## config.mk

```make
export PLATFORM = sky130hd
export DESIGN_NAME = mem_stage
export DESIGN_NICKNAME = d
export VERILOG_FILES = /design/src/rtl/mem_stage.sv
export SDC_FILE = /design/constraint.sdc
export NUM_CORES = 1
export LEC_CHECK = 0
export CORE_AREA = 4 4 142 144
export CTS_BUF_LIST = sky130_fd_sc_hd__clkbuf_8
export CTS_CLUSTER_SIZE = 24
export DETAILED_ROUTE_END_ITERATION = 8
export DIE_AREA = 0 0 146 148
export GPL_ROUTABILITY_DRIVEN = 0
export PLACE_DENSITY = 0.83
export SLEW_MARGIN = 20
export SYNTH_ARGS = -nofsm -noshare
export SYNTH_HDL_FRONTEND = slang
export SYNTH_SLANG_ARGS = --single-unit
```

## constraint.sdc

```tcl
create_clock -name clk -period 5.4 [get_ports clk]
set_input_delay 1.08 -clock clk [delete_from_list [all_inputs] [get_ports clk]]
set_output_delay 1.08 -clock clk [all_outputs]
set_load 0.005 [all_outputs]
```

## src/rtl/mem_stage.sv

```systemverilog
// Memory stage: drives the single-outstanding data bus for loads/stores, aligns store
// lanes, extracts/extends load data, and registers the result toward writeback.
module mem_stage #(
    parameter int   TAG_WIDTH       = 4,
    parameter logic MISALIGN_EXC_EN = 1'b1
) (
    input  logic                 clk,
    input  logic                 reset,
    input  logic                 flush_M,
    input  logic                 ready_wb,
    output logic                 ready_mem,
    input  logic [31:0]          pc_mem,
    input  logic                 lsu_en_mem,
    input  logic                 lsu_op_mem,
    input  logic [2:0]           lsu_dtype_mem,
    input  logic [31:0]          lsu_addr_mem,
    input  logic [31:0]          lsu_wdata_mem,
    input  logic                 rd_wr_en_mem,
    input  logic [TAG_WIDTH-1:0] rd_wr_tag_mem,
    input  logic [4:0]           rd_wr_addr_mem,
    input  logic [31:0]          rd_wr_data_mem,
    input  logic                 exc_taken_mem,
    output logic                 data_req,
    output logic [31:0]          data_addr,
    output logic                 data_we,
    output logic [3:0]           data_be,
    output logic [31:0]          data_wdata,
    input  logic                 data_gnt,
    input  logic                 data_rvalid,
    input  logic [31:0]          data_rdata,
    input  logic                 data_err,
    output logic [31:0]          pc_wb,
    output logic                 rd_wr_en_wb,
    output logic [TAG_WIDTH-1:0] rd_wr_tag_wb,
    output logic [4:0]           rd_wr_addr_wb,
    output logic [31:0]          rd_wr_data_wb,
    output logic                 exc_taken_wb,
    output logic                 lsu_misalign_wb,
    output logic                 lsu_err_wb,
    output logic                 forward_mem_en,
    output logic [TAG_WIDTH-1:0] forward_mem_tag,
    output logic [4:0]           forward_mem_addr,
    output logic [31:0]          forward_mem_wdata
);

    // state       | meaning
    // IDLE        | no bus transaction; non-LSU / faulting ops pass in one cycle
    // WAIT_GNT    | request issued, held stable until granted
    // WAIT_RVALID | granted, waiting for the response
    // DONE        | response captured, waiting for writeback to accept

    localparam logic       LSU_OP_LD = 1'b0;
    localparam logic       LSU_OP_ST = 1'b1;
    localparam logic [2:0] DT_BYTE   = 3'b000;
    localparam logic [2:0] DT_HALF   = 3'b001;
    localparam logic [2:0] DT_WORD   = 3'b010;
    localparam logic [2:0] DT_UBYTE  = 3'b100;
    localparam logic [2:0] DT_UHALF  = 3'b101;

    typedef enum logic [1:0] {IDLE, WAIT_GNT, WAIT_RVALID, DONE} state_e;

    state_e      r_state, w_state_nxt;
    logic        r_kill;
    logic [31:0] r_ld_data;
    logic        r_err;

    logic        w_is_half, w_is_word, w_aligned, w_misalign, w_act;
    logic        w_is_load, w_is_store, w_retire, w_bus_err, w_squash, w_exc;
    logic        w_fwd_valid;
    logic [7:0]  w_byte;
    logic [15:0] w_half;
    logic [31:0] w_ld_ext, w_ld_final;

    assign w_is_half  = (lsu_dtype_mem == DT_HALF) || (lsu_dtype_mem == DT_UHALF);
    assign w_is_word  = (lsu_dtype_mem == DT_WORD);
    assign w_aligned  = w_is_word ? (lsu_addr_mem[1:0] == 2'b00) :
                        w_is_half ? ~lsu_addr_mem[0] : 1'b1;
    assign w_misalign = MISALIGN_EXC_EN & lsu_en_mem & ~exc_taken_mem & ~w_aligned;
    assign w_act      = lsu_en_mem & ~exc_taken_mem & ~flush_M & (w_aligned | ~MISALIGN_EXC_EN);
    assign w_is_load  = lsu_en_mem & (lsu_op_mem == LSU_OP_LD);
    assign w_is_store = lsu_en_mem & (lsu_op_mem == LSU_OP_ST);

    assign data_addr  = {lsu_addr_mem[31:2], 2'b00};
    assign data_we    = (lsu_op_mem == LSU_OP_ST);

    always_comb begin
        data_wdata = lsu_wdata_mem;
        data_be    = 4'b1111;
        case (lsu_dtype_mem)
            DT_BYTE, DT_UBYTE: begin
                data_wdata = {4{lsu_wdata_mem[7:0]}};
                data_be    = 4'b0001 << lsu_addr_mem[1:0];
            end
            DT_HALF, DT_UHALF: begin
                data_wdata = {2{lsu_wdata_mem[15:0]}};
                data_be    = 4'b0011 << {lsu_addr_mem[1], 1'b0};
            end
            default: ;
        endcase
    end

    assign w_byte = data_rdata[{lsu_addr_mem[1:0], 3'b000} +: 8];
    assign w_half = data_rdata[{lsu_addr_mem[1], 4'b0000} +: 16];

    always_comb begin
        w_ld_ext = data_rdata;
        case (lsu_dtype_mem)
            DT_BYTE:  w_ld_ext = {{24{w_byte[7]}}, w_byte};
            DT_UBYTE: w_ld_ext = {24'h0, w_byte};
            DT_HALF:  w_ld_ext = {{16{w_half[15]}}, w_half};
            DT_UHALF: w_ld_ext = {16'h0, w_half};
            default:  ;
        endcase
    end

    always_comb begin
        w_state_nxt = r_state;
        data_req    = 1'b0;
        w_retire    = 1'b0;
        case (r_state)
            IDLE: begin
                data_req = w_act;
                if (w_act) w_state_nxt = data_gnt ? WAIT_RVALID : WAIT_GNT;
            end
            WAIT_GNT: begin
                data_req = 1'b1;
                if (data_gnt) w_state_nxt = WAIT_RVALID;
            end
            WAIT_RVALID: begin
                if (data_rvalid) begin
                    w_retire    = ready_wb;
                    w_state_nxt = ready_wb ? IDLE : DONE;
                end
            end
            DONE: begin
                if (ready_wb) begin
                    w_retire    = 1'b1;
                    w_state_nxt = IDLE;
                end
            end
            default: w_state_nxt = IDLE;
        endcase
    end

    assign ready_mem  = (r_state == IDLE && !w_act) ? ready_wb : w_retire;
    assign w_ld_final = (r_state == DONE) ? r_ld_data : w_ld_ext;
    assign w_bus_err  = (r_state == DONE) ? r_err :
                        ((r_state == WAIT_RVALID) & data_rvalid & data_err);
    assign w_squash   = flush_M | r_kill;
    assign w_exc      = exc_taken_mem | w_misalign | w_bus_err;

    always_ff @(posedge clk or posedge reset) begin
        if (reset) begin
            r_state   <= IDLE;
            r_kill    <= 1'b0;
            r_ld_data <= 32'h0;
            r_err     <= 1'b0;
        end else begin
            r_state <= w_state_nxt;
            // A flush after issue cannot retract the request; remember to squash the result.
            if (w_retire)
                r_kill <= 1'b0;
            else if (flush_M && r_state != IDLE)
                r_kill <= 1'b1;
            if (r_state == WAIT_RVALID && data_rvalid && !ready_wb) begin
                r_ld_data <= w_ld_ext;
                r_err     <= data_err;
            end
        end
    end

    always_ff @(posedge clk or posedge reset) begin
        if (reset) begin
            pc_wb           <= 32'h0;
            rd_wr_en_wb     <= 1'b0;
            rd_wr_tag_wb    <= '0;
            rd_wr_addr_wb   <= 5'h0;
            rd_wr_data_wb   <= 32'h0;
            exc_taken_wb    <= 1'b0;
            lsu_misalign_wb <= 1'b0;
            lsu_err_wb      <= 1'b0;
        end else if (ready_mem) begin
            pc_wb           <= pc_mem;
            rd_wr_en_wb     <= rd_wr_en_mem & ~w_is_store & ~w_squash & ~w_exc;
            rd_wr_tag_wb    <= rd_wr_tag_mem;
            rd_wr_addr_wb   <= rd_wr_addr_mem;
            rd_wr_data_wb   <= w_is_load ? w_ld_final : rd_wr_data_mem;
            exc_taken_wb    <= w_exc & ~w_squash;
            lsu_misalign_wb <= w_misalign & ~w_squash;
            lsu_err_wb      <= w_bus_err & ~w_squash;
        end else if (ready_wb) begin
            // WB consumed its entry while MEM is still busy: hand it a bubble.
            rd_wr_en_wb     <= 1'b0;
            exc_taken_wb    <= 1'b0;
            lsu_misalign_wb <= 1'b0;
            lsu_err_wb      <= 1'b0;
        end
    end

    assign w_fwd_valid = ((r_state == IDLE) & ~lsu_en_mem) |
                         (w_is_load & (((r_state == WAIT_RVALID) & data_rvalid) | (r_state == DONE)));

    assign forward_mem_en    = w_fwd_valid & rd_wr_en_mem & ~flush_M & ~r_kill & ~w_exc;
    assign forward_mem_tag   = rd_wr_tag_mem;
    assign forward_mem_addr  = rd_wr_addr_mem;
    assign forward_mem_wdata = w_is_load ? w_ld_final : rd_wr_data_mem;

endmodule

```

# Yosys cells after proc, flatten, opt, wreduce, memory -nomap -nowiden
# Cells that the tools add are included.
# op_classes
n_eq_ne	11
shifts	4
muxes	27
n_bitwise	35
n_reduce_logical	16
# ops
operator	n
$pmux 32 s4	1
$mux 32	2
$pmux 32 s2	1
$shiftx 32x6->16	1
$shiftx 32x6->8	1
$and 1x1->1	20
$mux 1	13
$mux 2	6
$not 1->1	10
$ne 2x2->1 const B	4
$pmux 2 s4	1
$pmux 4 s2	1
$eq 3x3->1 const B	2
$reduce_bool 2->1	3
$or 1x1->1	5
$eq 2x2->1 const B	2
$logic_and 1x1->1	4
$logic_not 2->1	2
$pmux 1 s2	2
$reduce_and 4->1	1
$reduce_or 2->1	2
$shl 1x2->4 const A	1
$shl 2x2->4 const A	1
$eq 3x1->1 const B	1
5 further kinds	6
# totals
regBits	113
output_inout_bits	190
elab_cells	105

# Longest topological paths before layout
# Gate-level depths: netlist (run 1).
# depth
word_depth	11
ltp_mapped	10
depth_no_buf	6

# Least setup slack after synthesis (run 1)
# OpenSTA, ideal clock, no wires.
# synth_path
path_kind	input-to-output
startpoint	input port lsu_addr_mem[1]
endpoint	output port ready_mem
t_arrival_ns	2.588
slack_ns	1.732
cell_stages	8
path_buffers	4
cell_sequence	buf_6 or2_2 a311oi_1 o21a_1 buf_2 inv_2 buf_2 buf_2
# synth_between
elab_chain_len	6
# synth_lines
element	line_no	text
start: declaration	16	input logic [31:0] lsu_addr_mem,
$logic_not 2->1	76	assign w_aligned = w_is_word ? (lsu_addr_mem[1:0] == 2'b00) :
$mux 1	76	
$and 1x1->1	79	assign w_act = lsu_en_mem & ~exc_taken_mem & ~flush_M & (w_aligned | ~MISALIGN_EXC_EN);
$logic_not 1->1	145	assign ready_mem = (r_state == IDLE && !w_act) ? ready_wb : w_retire;
$logic_and 1x1->1	145	
$mux 1	145	
end: declaration	11	output logic ready_mem,
# No other way between the ends.

# Final worst setup path (run 1)
# layout_path
startpoint	input port lsu_addr_mem[1]
endpoint	output port forward_mem_wdata[0]
# layout_between
elab_chain_len	4
elab_cells_between_ends	5
classes_between	shift: 2; mux: 3
# layout_lines
element	line_no	text
$shiftx 32x6->16 or $shiftx 32x6->8 (tied branches)	103, 102	
$pmux 32 s4 *	107	case (lsu_dtype_mem)
$mux 32 *	146	assign w_ld_final = (r_state == DONE) ? r_ld_data : w_ld_ext;
$mux 32 *	206	assign forward_mem_wdata = w_is_load ? w_ld_final : rd_wr_data_mem;
end: declaration	43	output logic [31:0] forward_mem_wdata
# Every way passes the cells marked *; elsewhere a longest branch is shown, timed or not.

==> flow_metrics.tcl, run 1 <==
set metrics [dict create \
    status "complete, no violations" \
    slew_headroom_pct 42.8 \
    finalCritPeriodShare_pct 92.2 \
    seq_area_frac_synth_pct 46.1 \
    post_synth.cell_area_avg_um2 9.33 \
    num_rows 50 \
    path_clk_slew_ns 0.07 \
    worst-endpoint-required_ns 4.32 \
    ys_dominant_reg_cell "sky130_fd_sc_hd__dfrtp_1" \
    initial_core_util_pct 32.8 \
    die_width_um 146 \
    post_route_cells_drive_above_1_share_pct 12.9 \
    post-route-drc-count 0 \
    coreArea_um2 18700 \
    finalHoldWorstSlack_ns 0.472 \
    vdd.ir_drop.worst_mv 0.190 \
    synth-edff-count 0 \
    grt_pass1_vias 5896 \
    leading_cell_type_in_the_layout_fill_and_taps_excluded "sky130_fd_sc_hd__clkdlybuf4s50_1" \
    cts_tree "done" \
    cp_slowest_cell "sky130_fd_sc_hd__nor3_1" \
    die-height_um 148 \
    grt_use_total_pct 20.9 \
    finalSetupViolCount 0 \
    path_common_cell "sky130_fd_sc_hd__clkdlybuf4s50_1" \
    tightest_slew_ns 0.858 \
    mostFrequentLayoutCells "sky130_fd_sc_hd__clkdlybuf4s50_1 (309), sky130_fd_sc_hd__nand2_1 (161), sky130_fd_sc_hd__dfrtp_1 (113)" \
    maximum_number_of_pins_on_one_net_before_global_route_repair 73 \
    final_layout_setup_total_negative_slack_ns 0 \
    power_per_cell_area_nw_per_um2 435 \
    route.detailed.wl_per_inst_um 20.3 \
    leakage_nw 3.99 \
    critical_path_arrival_ns 3.90 \
    postSynthRegisterBits 113 \
    cts_max_level 4 \
    path_cells "clkdlybuf4s50_1 > buf_4 > inv_1 > nor3_1 > a222oi_1 > o21ai_0 > clkdlybuf4s50_1" \
    global_route_wire_length_before_repair_um 35200 \
    count_of_filler_cells_inserted_in_the_layout 1729 \
    vias 5788 \
    clock_sinks 113 \
    avgViaCountPerCell 5.02 \
    port_buffer_count 310 \
    final_max_slew_viol_count 0 \
    cts_max_path_buffers 2 \
    firstDrtPassIters 6 \
    synth.cell_area_um2 6130 \
    floorplan.io_pins 373 \
    critPathMaxStageDelay_ns 0.66 \
    path_max_fanout 12 \
    hp-class "reg -> reg" \
    postcts_resize_cnt 0 \
    wl_um 23400 \
    first_iter_violations 410 \
    post_cts_hold_buffer_count 0 \
    nets_finish 1090 \
    crit_path_class "in -> out" \
    final-hold-violation-count 0 \
    tritoncts.num_buffers 17 \
    yosys_warning_total 0 \
    areaGrowthSynthToFinish_pct 55.4 \
    timing.critical_path.to_type "output pin" \
    clock_latency_ns 0.43 \
    antenna_found_initial 1 \
    dp_hpwl_um 18200 \
    gr-total-overflow 0 \
    die-area_um2 21600 \
    skew_ns 0.0120 \
    drv_cap 0 \
    crit_start_category "input pin" \
    worstPathBufferInverterCount 4 \
    synth-async-reset-ratio_pct 100 \
    max_freq_mhz 201 \
    grt_setup_unrepaired "false" \
    drt.antenna.violating_nets 0 \
    postCtsSetupRepairBufs 0 \
    final_period_minus_worst_setup_slack_ns 4.98 \
    worst_path_dominant_cell_family "buffers and inverters" \
    synth.lib_cells_used.distinct 48 \
    synthCells 657 \
    cts_root_buffer "sky130_fd_sc_hd__clkbuf_8" \
]
-- synthesized netlist by cell type, types with 3 or more instances --
library cell	number	area (um^2)
sky130_fd_sc_hd__buf_6	3	33.8
sky130_fd_sc_hd__mux2i_1	10	100
sky130_fd_sc_hd__o21a_1	5	37.5
sky130_fd_sc_hd__mux2_2	57	642
sky130_fd_sc_hd__nor2b_1	5	31.3
sky130_fd_sc_hd__a21oi_1	32	160
sky130_fd_sc_hd__a31oi_1	3	18.8
sky130_fd_sc_hd__o31a_1	6	52.6
sky130_fd_sc_hd__nand3_1	9	45.0
sky130_fd_sc_hd__o22a_1	12	105
sky130_fd_sc_hd__a222oi_1	8	80.1
sky130_fd_sc_hd__dfrtp_1	113	2830
sky130_fd_sc_hd__o22ai_1	18	113
sky130_fd_sc_hd__clkbuf_1	27	101
sky130_fd_sc_hd__nand2_1	161	604
sky130_fd_sc_hd__o21ai_0	26	130
sky130_fd_sc_hd__buf_1	5	18.8
sky130_fd_sc_hd__buf_4	50	375
sky130_fd_sc_hd__buf_2	8	40.0
sky130_fd_sc_hd__nor2_1	34	128
sky130_fd_sc_hd__nand2b_1	3	18.8
sky130_fd_sc_hd__a22oi_1	9	67.6
sky130_fd_sc_hd__o21bai_1	4	30.0
sky130_fd_sc_hd__inv_1	10	37.5
sky130_fd_sc_hd__a21oi_2	10	87.6
-- worst register-to-register path: stages (launching register included) --
cell and delay (ns):
sky130_fd_sc_hd__dfrtp_1 0.57, sky130_fd_sc_hd__o21a_1 0.21, sky130_fd_sc_hd__nand2_1 0.08, sky130_fd_sc_hd__o21a_1 0.15, sky130_fd_sc_hd__inv_2 0.06, sky130_fd_sc_hd__buf_4 0.65
sky130_fd_sc_hd__mux2_2 0.45
-- final cells by class --
cell class,count,area [um^2],area share [%]
multi-input cells,441,2720,28.5
repair buffers,323,3200,33.6
diodes,1,2.50,0.0263
well taps,234,293,3.07
inverters,11,43.8,0.460
clock buffers,21,289,3.03
clock inverters,10,158,1.66
flip-flops and latches,113,2830,29.7
-- metal layers --
metal,global-route usage (%),up-vias,routed length (um)
met5,0,-,0
met4,7.06,0,567
met3,5.67,45,1590
met2,33.8,234,11300
met1,27.2,2774,9940
li1,-,2735,-
-- state kept, by name, summed over array words and instances (netlist names) --
signal           flops
r_ld_data           32
lsu_misalign_wb      1
pc_wb               32
r_err                1
r_kill               1
rd_wr_en_wb          1
lsu_err_wb           1
rd_wr_tag_wb         4
rd_wr_addr_wb        5
exc_taken_wb         1
r_state              2
rd_wr_data_wb       32
-- where the power goes --
part | switching [mW] | leakage (nW) | internal (mW)
Sequential | 0.232 | 1.35 | 1.26
Clock | 0.362 | 0.225 | 0.548
Combinational | 0.709 | 2.42 | 1.03
-- logic make-up (layout without fill, tap and decap cells) --
family / after synthesis / in the layout / share of synthesized area [%]
simple gates: 226 / 226 / 15.3
compound gates: 143 / 143 / 15.7
buf+inv: 104 / 365 / 9.96
other cells: 1 / 3 / 0.0612
flops: 113 / 113 / 46.1
mux: 70 / 70 / 12.8
-- metrics by stage --
stage | power, mW | utilization [%] | cell area [um^2] | std cells | setup WS, ns
finish | 4.14 | 50.9 | 9520 | 1154 | 0.423
global route | 4.40 | 50.9 | 9520 | 1154 | 0.124
CTS | 4.19 | 50.9 | 9520 | 1153 | 0.371
detailed placement | 3.27 | 48.5 | 9070 | 1122 | 0.377
global placement | 3.21 | 48.5 | 9070 | 1122 | 0.455
floorplan | 2.27 | - | 6130 | 658 | 1.33
-- path summary, 6_finish.rpt --
path / start / end / slack (ns) / cells after the start
worst min-delay path: pc_wb[29] / pc_wb[29] / 0.47 / 2
worst max register to register: r_state[0] / rd_wr_data_wb[31] / 3.12 / 6
max in group asynchronous: reset / rd_wr_addr_wb[3] / 3.28 / 3
min in group asynchronous: reset / rd_wr_addr_wb[4] / 1.14 / 2
worst min register to register: pc_wb[29] / pc_wb[29] / 0.47 / 2
worst max-delay path: lsu_addr_mem[1] / forward_mem_wdata[0] / 0.42 / 7
Note: power is estimated with default switching activity, not from simulation.
==> run 2, diff against run 1 <==
--- a/config.mk
+++ b/config.mk
@@ -5,12 +5,12 @@
 export SDC_FILE = /design/constraint.sdc
 export NUM_CORES = 1
 export LEC_CHECK = 0
+export ABC_CLOCK_PERIOD_IN_PS = 5400
 export CORE_AREA = 4 4 142 144
 export CTS_BUF_LIST = sky130_fd_sc_hd__clkbuf_8
 export CTS_CLUSTER_SIZE = 24
 export DETAILED_ROUTE_END_ITERATION = 8
 export DIE_AREA = 0 0 146 148
-export GPL_ROUTABILITY_DRIVEN = 0
 export PLACE_DENSITY = 0.83
 export SLEW_MARGIN = 20
 export SYNTH_ARGS = -nofsm -noshare
==> results of run 2 <==
The final DEF is identical to that of run 1; final timing and power are the same.
